--- config.mk ---
export PLATFORM = sky130hd
export DESIGN_NAME = sad_result_arbiter
export DESIGN_NICKNAME = d
export VERILOG_FILES = /design/src/rtl/sad_result_arbiter_pkg.sv /design/src/rtl/sad_result_arbiter_fifo.sv /design/src/rtl/sad_result_arbiter.sv
export SDC_FILE = /design/constraint.sdc
export NUM_CORES = 1
export LEC_CHECK = 0
export ABC_CLOCK_PERIOD_IN_PS = 4500
export BUFFER_PORTS_ARGS = -buffer_cell sky130_fd_sc_hd__buf_4
export CAP_MARGIN = 20
export CELL_PAD_IN_SITES_DETAIL_PLACEMENT = 0
export CELL_PAD_IN_SITES_GLOBAL_PLACEMENT = 1
export CORE_ASPECT_RATIO = 1.25
export CORE_MARGIN = 2
export CORE_UTILIZATION = 56
export CTS_CLUSTER_DIAMETER = 40
export DETAILED_ROUTE_END_ITERATION = 12
export PLACE_DENSITY_LB_ADDON = 0.08
export SLEW_MARGIN = 10
export SYNTH_ARGS = -nofsm -noshare
export SYNTH_HDL_FRONTEND = slang
export SYNTH_SLANG_ARGS = --single-unit
--- constraint.sdc ---
create_clock -name clk -period 4.5 [get_ports clk]
set_input_delay 0.9 -clock clk [delete_from_list [all_inputs] [get_ports clk]]
set_output_delay 0.9 -clock clk [all_outputs]
set_load 0.01 [all_outputs]
--- src/rtl/sad_result_arbiter_pkg.sv ---
// Shared motion-estimation definitions: SAD width, core identifiers and the
// round-robin pick used when both cores have results waiting.
package sad_result_arbiter_pkg;

    localparam int SAD_W = 22;

    typedef enum logic {
        CORE0 = 1'b0,
        CORE1 = 1'b1
    } core_id_e;

    // Alternate on contention; otherwise serve whichever core has data.
    function automatic core_id_e rr_pick(input logic has0, input logic has1, input core_id_e last);
        core_id_e pick;
        if (has0 && has1) begin
            pick = (last == CORE0) ? CORE1 : CORE0;
        end else if (has0) begin
            pick = CORE0;
        end else begin
            pick = CORE1;
        end
        return pick;
    endfunction

endpackage

--- src/rtl/sad_result_arbiter_fifo.sv ---
// Small synchronous FIFO buffering one core's {sad, idx} results.
// A push into a full FIFO succeeds only when the head is popped on the same edge.
module sad_fifo
    import sad_result_arbiter_pkg::*;
#(
    parameter int WIDTH = SAD_W + 12,
    parameter int DEPTH = 4
) (
    input  logic                       i_clk,
    input  logic                       i_rst_n,
    input  logic                       i_push,
    input  logic [WIDTH-1:0]           i_data,
    input  logic                       i_pop,
    output logic [WIDTH-1:0]           o_data,
    output logic [$clog2(DEPTH):0]     o_count,
    output logic                       o_empty
);

    localparam int PTR_W = $clog2(DEPTH);
    localparam int CNT_W = PTR_W + 1;

    logic [WIDTH-1:0] r_mem [DEPTH];
    logic [PTR_W-1:0] r_wr_ptr;
    logic [PTR_W-1:0] r_rd_ptr;
    logic [CNT_W-1:0] r_count;
    logic             w_full;
    logic             w_do_push;
    logic             w_do_pop;

    // Qualify push/pop against occupancy.
    always_comb begin
        w_full    = (r_count == CNT_W'(DEPTH));
        w_do_pop  = i_pop && (r_count != {CNT_W{1'b0}});
        w_do_push = i_push && (!w_full || w_do_pop);
    end

    // Pointer and occupancy state; pointers wrap naturally at DEPTH.
    always_ff @(posedge i_clk or negedge i_rst_n) begin
        if (!i_rst_n) begin
            r_wr_ptr <= {PTR_W{1'b0}};
            r_rd_ptr <= {PTR_W{1'b0}};
            r_count  <= {CNT_W{1'b0}};
        end else begin
            if (w_do_push) begin
                r_wr_ptr <= r_wr_ptr + PTR_W'(1);
            end
            if (w_do_pop) begin
                r_rd_ptr <= r_rd_ptr + PTR_W'(1);
            end
            case ({w_do_push, w_do_pop})
                2'b10:   r_count <= r_count + CNT_W'(1);
                2'b01:   r_count <= r_count - CNT_W'(1);
                default: r_count <= r_count;
            endcase
        end
    end

    // Storage array; contents need no reset because occupancy gates every read.
    always_ff @(posedge i_clk) begin
        if (w_do_push) begin
            r_mem[r_wr_ptr] <= i_data;
        end
    end

    assign o_data  = r_mem[r_rd_ptr];
    assign o_count = r_count;
    assign o_empty = (r_count == {CNT_W{1'b0}});

endmodule

--- src/rtl/sad_result_arbiter.sv ---
// Merges the two motion-estimation cores' min-SAD results into one ordered
// valid/ready stream with per-core block indices, overflow flags and frame-done.
module sad_result_arbiter
    import sad_result_arbiter_pkg::*;
#(
    parameter int DEPTH        = 4,
    parameter int IDX_W        = 12,
    parameter int FRAME_BLOCKS = 396
) (
    input  logic             clk,
    input  logic             rst,
    input  logic [SAD_W-1:0] min_sad0,
    input  logic             finish_a_cur0,
    input  logic [SAD_W-1:0] min_sad1,
    input  logic             finish_a_cur1,
    input  logic             out_ready,
    output logic             out_valid,
    output logic [SAD_W-1:0] out_sad,
    output logic             out_src,
    output logic [IDX_W-1:0] out_idx,
    output logic             frame_done,
    output logic             ovf0,
    output logic             ovf1
);

    localparam int ENT_W = SAD_W + IDX_W;
    localparam int CNT_W = $clog2(DEPTH) + 1;
    localparam int FC_W  = $clog2(FRAME_BLOCKS + 1);
    localparam logic [FC_W-1:0] FC_LAST = FC_W'(FRAME_BLOCKS - 1);

    logic [ENT_W-1:0] w_head0, w_head1, w_head;
    logic [CNT_W-1:0] w_cnt0, w_cnt1;
    logic             w_empty0, w_empty1;
    logic             w_load, w_any, w_xfer;
    logic             w_pop0, w_pop1, w_acc0, w_acc1;
    core_id_e         w_grant;

    logic             r_out_valid;
    logic [SAD_W-1:0] r_out_sad;
    logic             r_out_src;
    logic [IDX_W-1:0] r_out_idx;
    logic             r_frame_done;
    logic             r_ovf0, r_ovf1;
    logic [IDX_W-1:0] r_idx0, r_idx1;
    logic [FC_W-1:0]  r_frame_cnt;
    core_id_e         r_last_grant;

    sad_fifo #(.WIDTH(ENT_W), .DEPTH(DEPTH)) u_fifo0 (
        .i_clk   (clk),
        .i_rst_n (rst),
        .i_push  (w_acc0),
        .i_data  ({min_sad0, r_idx0}),
        .i_pop   (w_pop0),
        .o_data  (w_head0),
        .o_count (w_cnt0),
        .o_empty (w_empty0)
    );

    sad_fifo #(.WIDTH(ENT_W), .DEPTH(DEPTH)) u_fifo1 (
        .i_clk   (clk),
        .i_rst_n (rst),
        .i_push  (w_acc1),
        .i_data  ({min_sad1, r_idx1}),
        .i_pop   (w_pop1),
        .o_data  (w_head1),
        .o_count (w_cnt1),
        .o_empty (w_empty1)
    );

    // Arbitration, pop selection and push acceptance.
    always_comb begin
        w_load  = !r_out_valid || out_ready;
        w_xfer  = r_out_valid && out_ready;
        w_any   = !w_empty0 || !w_empty1;
        w_grant = rr_pick(!w_empty0, !w_empty1, r_last_grant);
        w_pop0  = w_load && w_any && (w_grant == CORE0);
        w_pop1  = w_load && w_any && (w_grant == CORE1);
        w_head  = (w_grant == CORE0) ? w_head0 : w_head1;
        w_acc0  = finish_a_cur0 && ((w_cnt0 < CNT_W'(DEPTH)) || w_pop0);
        w_acc1  = finish_a_cur1 && ((w_cnt1 < CNT_W'(DEPTH)) || w_pop1);
    end

    // Output register: holds steady under back-pressure, reloads from the granted head.
    always_ff @(posedge clk or negedge rst) begin
        if (!rst) begin
            r_out_valid  <= 1'b0;
            r_out_sad    <= {SAD_W{1'b0}};
            r_out_src    <= 1'b0;
            r_out_idx    <= {IDX_W{1'b0}};
            r_last_grant <= CORE1;
        end else if (w_load) begin
            if (w_any) begin
                r_out_valid  <= 1'b1;
                r_out_sad    <= w_head[ENT_W-1:IDX_W];
                r_out_idx    <= w_head[IDX_W-1:0];
                r_out_src    <= w_grant;
                r_last_grant <= w_grant;
            end else begin
                r_out_valid <= 1'b0;
            end
        end
    end

    // Per-core block indices advance only on accepted results; drops are sticky.
    always_ff @(posedge clk or negedge rst) begin
        if (!rst) begin
            r_idx0 <= {IDX_W{1'b0}};
            r_idx1 <= {IDX_W{1'b0}};
            r_ovf0 <= 1'b0;
            r_ovf1 <= 1'b0;
        end else begin
            if (w_acc0) begin
                r_idx0 <= r_idx0 + IDX_W'(1);
            end else if (finish_a_cur0) begin
                r_ovf0 <= 1'b1;
            end
            if (w_acc1) begin
                r_idx1 <= r_idx1 + IDX_W'(1);
            end else if (finish_a_cur1) begin
                r_ovf1 <= 1'b1;
            end
        end
    end

    // Frame transfer counter with a one-cycle done pulse on wrap.
    always_ff @(posedge clk or negedge rst) begin
        if (!rst) begin
            r_frame_cnt  <= {FC_W{1'b0}};
            r_frame_done <= 1'b0;
        end else if (w_xfer) begin
            if (r_frame_cnt == FC_LAST) begin
                r_frame_cnt  <= {FC_W{1'b0}};
                r_frame_done <= 1'b1;
            end else begin
                r_frame_cnt  <= r_frame_cnt + FC_W'(1);
                r_frame_done <= 1'b0;
            end
        end else begin
            r_frame_done <= 1'b0;
        end
    end

    assign out_valid  = r_out_valid;
    assign out_sad    = r_out_sad;
    assign out_src    = r_out_src;
    assign out_idx    = r_out_idx;
    assign frame_done = r_frame_done;
    assign ovf0       = r_ovf0;
    assign ovf1       = r_ovf1;

endmodule

==> run summary <==
CP required: 4.63 ns
H-tree lvl count: 2
final WL: 27.2 mm
Sink Count: 359
sequential power share: 0.473
Mapped Area: 13900 sq um
Die W: 145 um
CTS tree: done
DR DRC count: 0
area grow syn2layout: 16.5%
WHS: 0.462 ns
Post-Place Cells: 1150
IO Port Bufs: 87
commonest non-fill, non-tap cell in the layout: edfxtp_1
total negative slack: 0 ns
GPL Wtd Cong: 0.731
I/O pins: 88
P_int: 0.00739 W
largest net degree at the start of global routing: 68
Synth cell types: 50
PostCTS Resize Cnt: 0
Finished Cell Area: 16200 sq um
YS warnings: 0
cts hold-fix bufs: 0
share of cells above drive strength 1: 0.282
Post-Synthesis Cells: 762
Worst-Margin Slew: 1.05 ns
final net count: 925
cell with the largest stage delay on the worst path: and2_2
Iteration-0 DRC Markers: 400
ANT nets after route: 0
Critical Path, Cell by Cell: nor3_1, o211a_1, and2_2
Switch Pwr: 0.00310 W
# setup viols final: 0
Fmax achieved: 0.364 GHz
worst-skew pair later-pin latency: 0.52 ns
Die H: 180 um
clk root buf: clkbuf_16
path depth of the worst reg2reg path: 3
max incr delay on CP: 0.88 ns
run status: completed
Net Count, Synth: 825
#FFs+latches synth: 359
Logic pwr share: 0.234
Num CTS Buffers: 38
worst hold path type: flop to flop
commonest cells after routing, fill and taps aside: edfxtp_1, nand2_1, buf_4
P per Cell Area: 649 nW/um^2
syn avg cell area: 18.2 sq um
Non-Filler Instances: 1220
first-pass GRT wire length: 42.3 mm
Tmin final: 2.74 ns
hold depth: 2
via count: 7005
FP Rows: 64
Clk pin slew, worst setup/hold paths: 0.06 ns
Core ar.: 24400 sq um
total power: 0.0105 W
endpoints failing hold: 0
Die ar.: 26100 sq um
Max Root-Sink Buffers: 3
Setup Skew: 0.0137 ns
# diodes: 0
Max rail drop VDD: 0.362 mV
Switching Share: 0.296
Lkg Pwr: 6.01 nW
CP Launch Type: flop
max-cap violations: 0
vias in the first global route: 7453
Clk network pwr share: 0.293
CP arrival: 2.87 ns
Setup Crit Path Kind: flop to flop
Initial Util: 0.568
RSZ-0062 raised after global routing: false
period utilization: 0.610
Post-DP Area: 14900 sq um
initial antenna violation count: 0
Pre-Repair DR Iteration Count: 5
critical path fanouts, max: 34
DP HPWL: 16.0 mm
register area share after synthesis: 0.745
Avg WL per Cell: 22.3 um
vias per cell: 5.74
GRT Total Usage: 0.219
grt ovf: 0
Slew Viols, Final: 0
worst slew margin relative to its limit: 0.302
total setup buffers inserted after CTS: 0
Setup crit end kind: flop
==> synthesized netlist by cell type, drive strengths merged <==
master / number / area, sq um
a211o: 1 / 17.5
or4: 1 / 11.3
or3: 3 / 20.0
xor2: 20 / 175
nand3b: 1 / 7.51
dfstp: 1 / 26.3
and2: 5 / 31.3
nor2: 17 / 63.8
nand2: 97 / 364
dfrtp: 86 / 2150
nor4bb: 1 / 10.0
a31oi: 2 / 12.5
nand4: 8 / 50.1
fa: 2 / 40.0
mux4: 68 / 1530
nand3: 9 / 45.0
o21ai: 8 / 43.8
clkbuf: 19 / 71.3
and2b: 1 / 8.76
and3: 6 / 37.5
o311a: 1 / 10.0
mux2i: 2 / 20.0
nor3: 12 / 60.1
a31o: 1 / 8.76
and4: 2 / 17.5
nand2b: 4 / 25.0
inv: 15 / 56.3
a211oi: 1 / 7.51
a221o: 1 / 10.0
edfxtp: 272 / 8170
ha: 12 / 150
mux2: 2 / 22.5
a21oi: 4 / 20.0
a22oi: 35 / 263
o21bai: 1 / 7.51
xnor2: 16 / 148
o31a: 2 / 18.8
or2: 1 / 6.26
o31ai: 1 / 7.51
o211a: 3 / 30.0
buf: 15 / 77.6
nor4: 3 / 25.0
==> state kept, by name, summed over array words and instances, names as in the netlist <==
name	cells
u_fifo0.r_mem	136
r_idx0	12
out_valid	1
out_idx	12
u_fifo1.r_rd_ptr	2
u_fifo1.r_wr_ptr	2
u_fifo1.o_count	3
r_idx1	12
u_fifo0.r_wr_ptr	2
ovf1	1
u_fifo0.o_count	3
u_fifo0.r_rd_ptr	2
frame_done	1
out_sad	22
r_frame_cnt	9
out_src	1
r_last_grant	1
u_fifo1.r_mem	136
ovf0	1
==> worst max-delay path: cells and delay by family (launching register included) <==
family | cells | cell delay [ns]
compound gates | 1 | 0.44
simple gates | 2 | 1.36
flops | 1 | 0.53
==> cell type report <==
cell class                      count  area, sq um
Tap cell                          330          413
Clock inverter                     22          219
Multi-Input combinational cell    354         3350
Timing Repair Buffer               94          746
Clock buffer                       46         1030
Fill cell                        1642         8260
Sequential cell                   359        10400
Inverter                           15         56.3
==> power groups by stage <==
stage	Combinational (W)	Sequential, W	Clock (W)
3_3_place_gp	0.00243	0.00499	0
6_report	0.00246	0.00496	0.00307
5_1_grt	0.00270	0.00506	0.00328
2_1_floorplan	0.00184	0.00472	0
4_1_cts	0.00250	0.00498	0.00313
3_5_place_dp	0.00249	0.00504	0
==> through the flow <==
stage / util / setup slack (ns)
2_1_floorplan: - / 1.63
3_3_place_gp: 0.608 / 1.56
3_5_place_dp: 0.608 / 1.49
4_1_cts: 0.660 / 1.64
5_1_grt: 0.662 / 1.53
6_report: 0.662 / 1.76
==> path summary, 6_finish.rpt <==
| check | slack (ns) | to | startpoint |
|---|---|---|---|
| worst max-delay path | 1.76 | u_fifo0.r_mem[2][27] | u_fifo1.o_count[2] |
| worst min-delay path | 0.46 | out_idx[0] | out_idx[0] |
| worst max register to register | 1.76 | u_fifo0.r_mem[2][27] | u_fifo1.o_count[2] |
| worst min register to register | 0.46 | out_idx[0] | out_idx[0] |
| max in group asynchronous | 3.11 | out_idx[4] | rst |
| min in group asynchronous | 0.53 | out_sad[19] | rst |
==> metal layers <==
metal	wire length [um]	track usage	up-vias	share of wire
met3	1250	0.0384	32	0.046
met5	0	0	-	0
met4	450	0.0563	0	0.017
met2	14500	0.374	173	0.53
li1	-	-	3156	-
met1	11000	0.294	3644	0.41
==> kinds of logic after synthesis <==
family                     share of synthesized area
adders and majority gates                     0.0137
buffers and inverters                         0.0148
and+or+nand+nor                               0.0564
xor gates and xnor gates                      0.0233
DFF                                            0.745
muxes                                          0.113
AOI/OAI and AO/OA                             0.0329
Power figures use the tool's default switching activity.
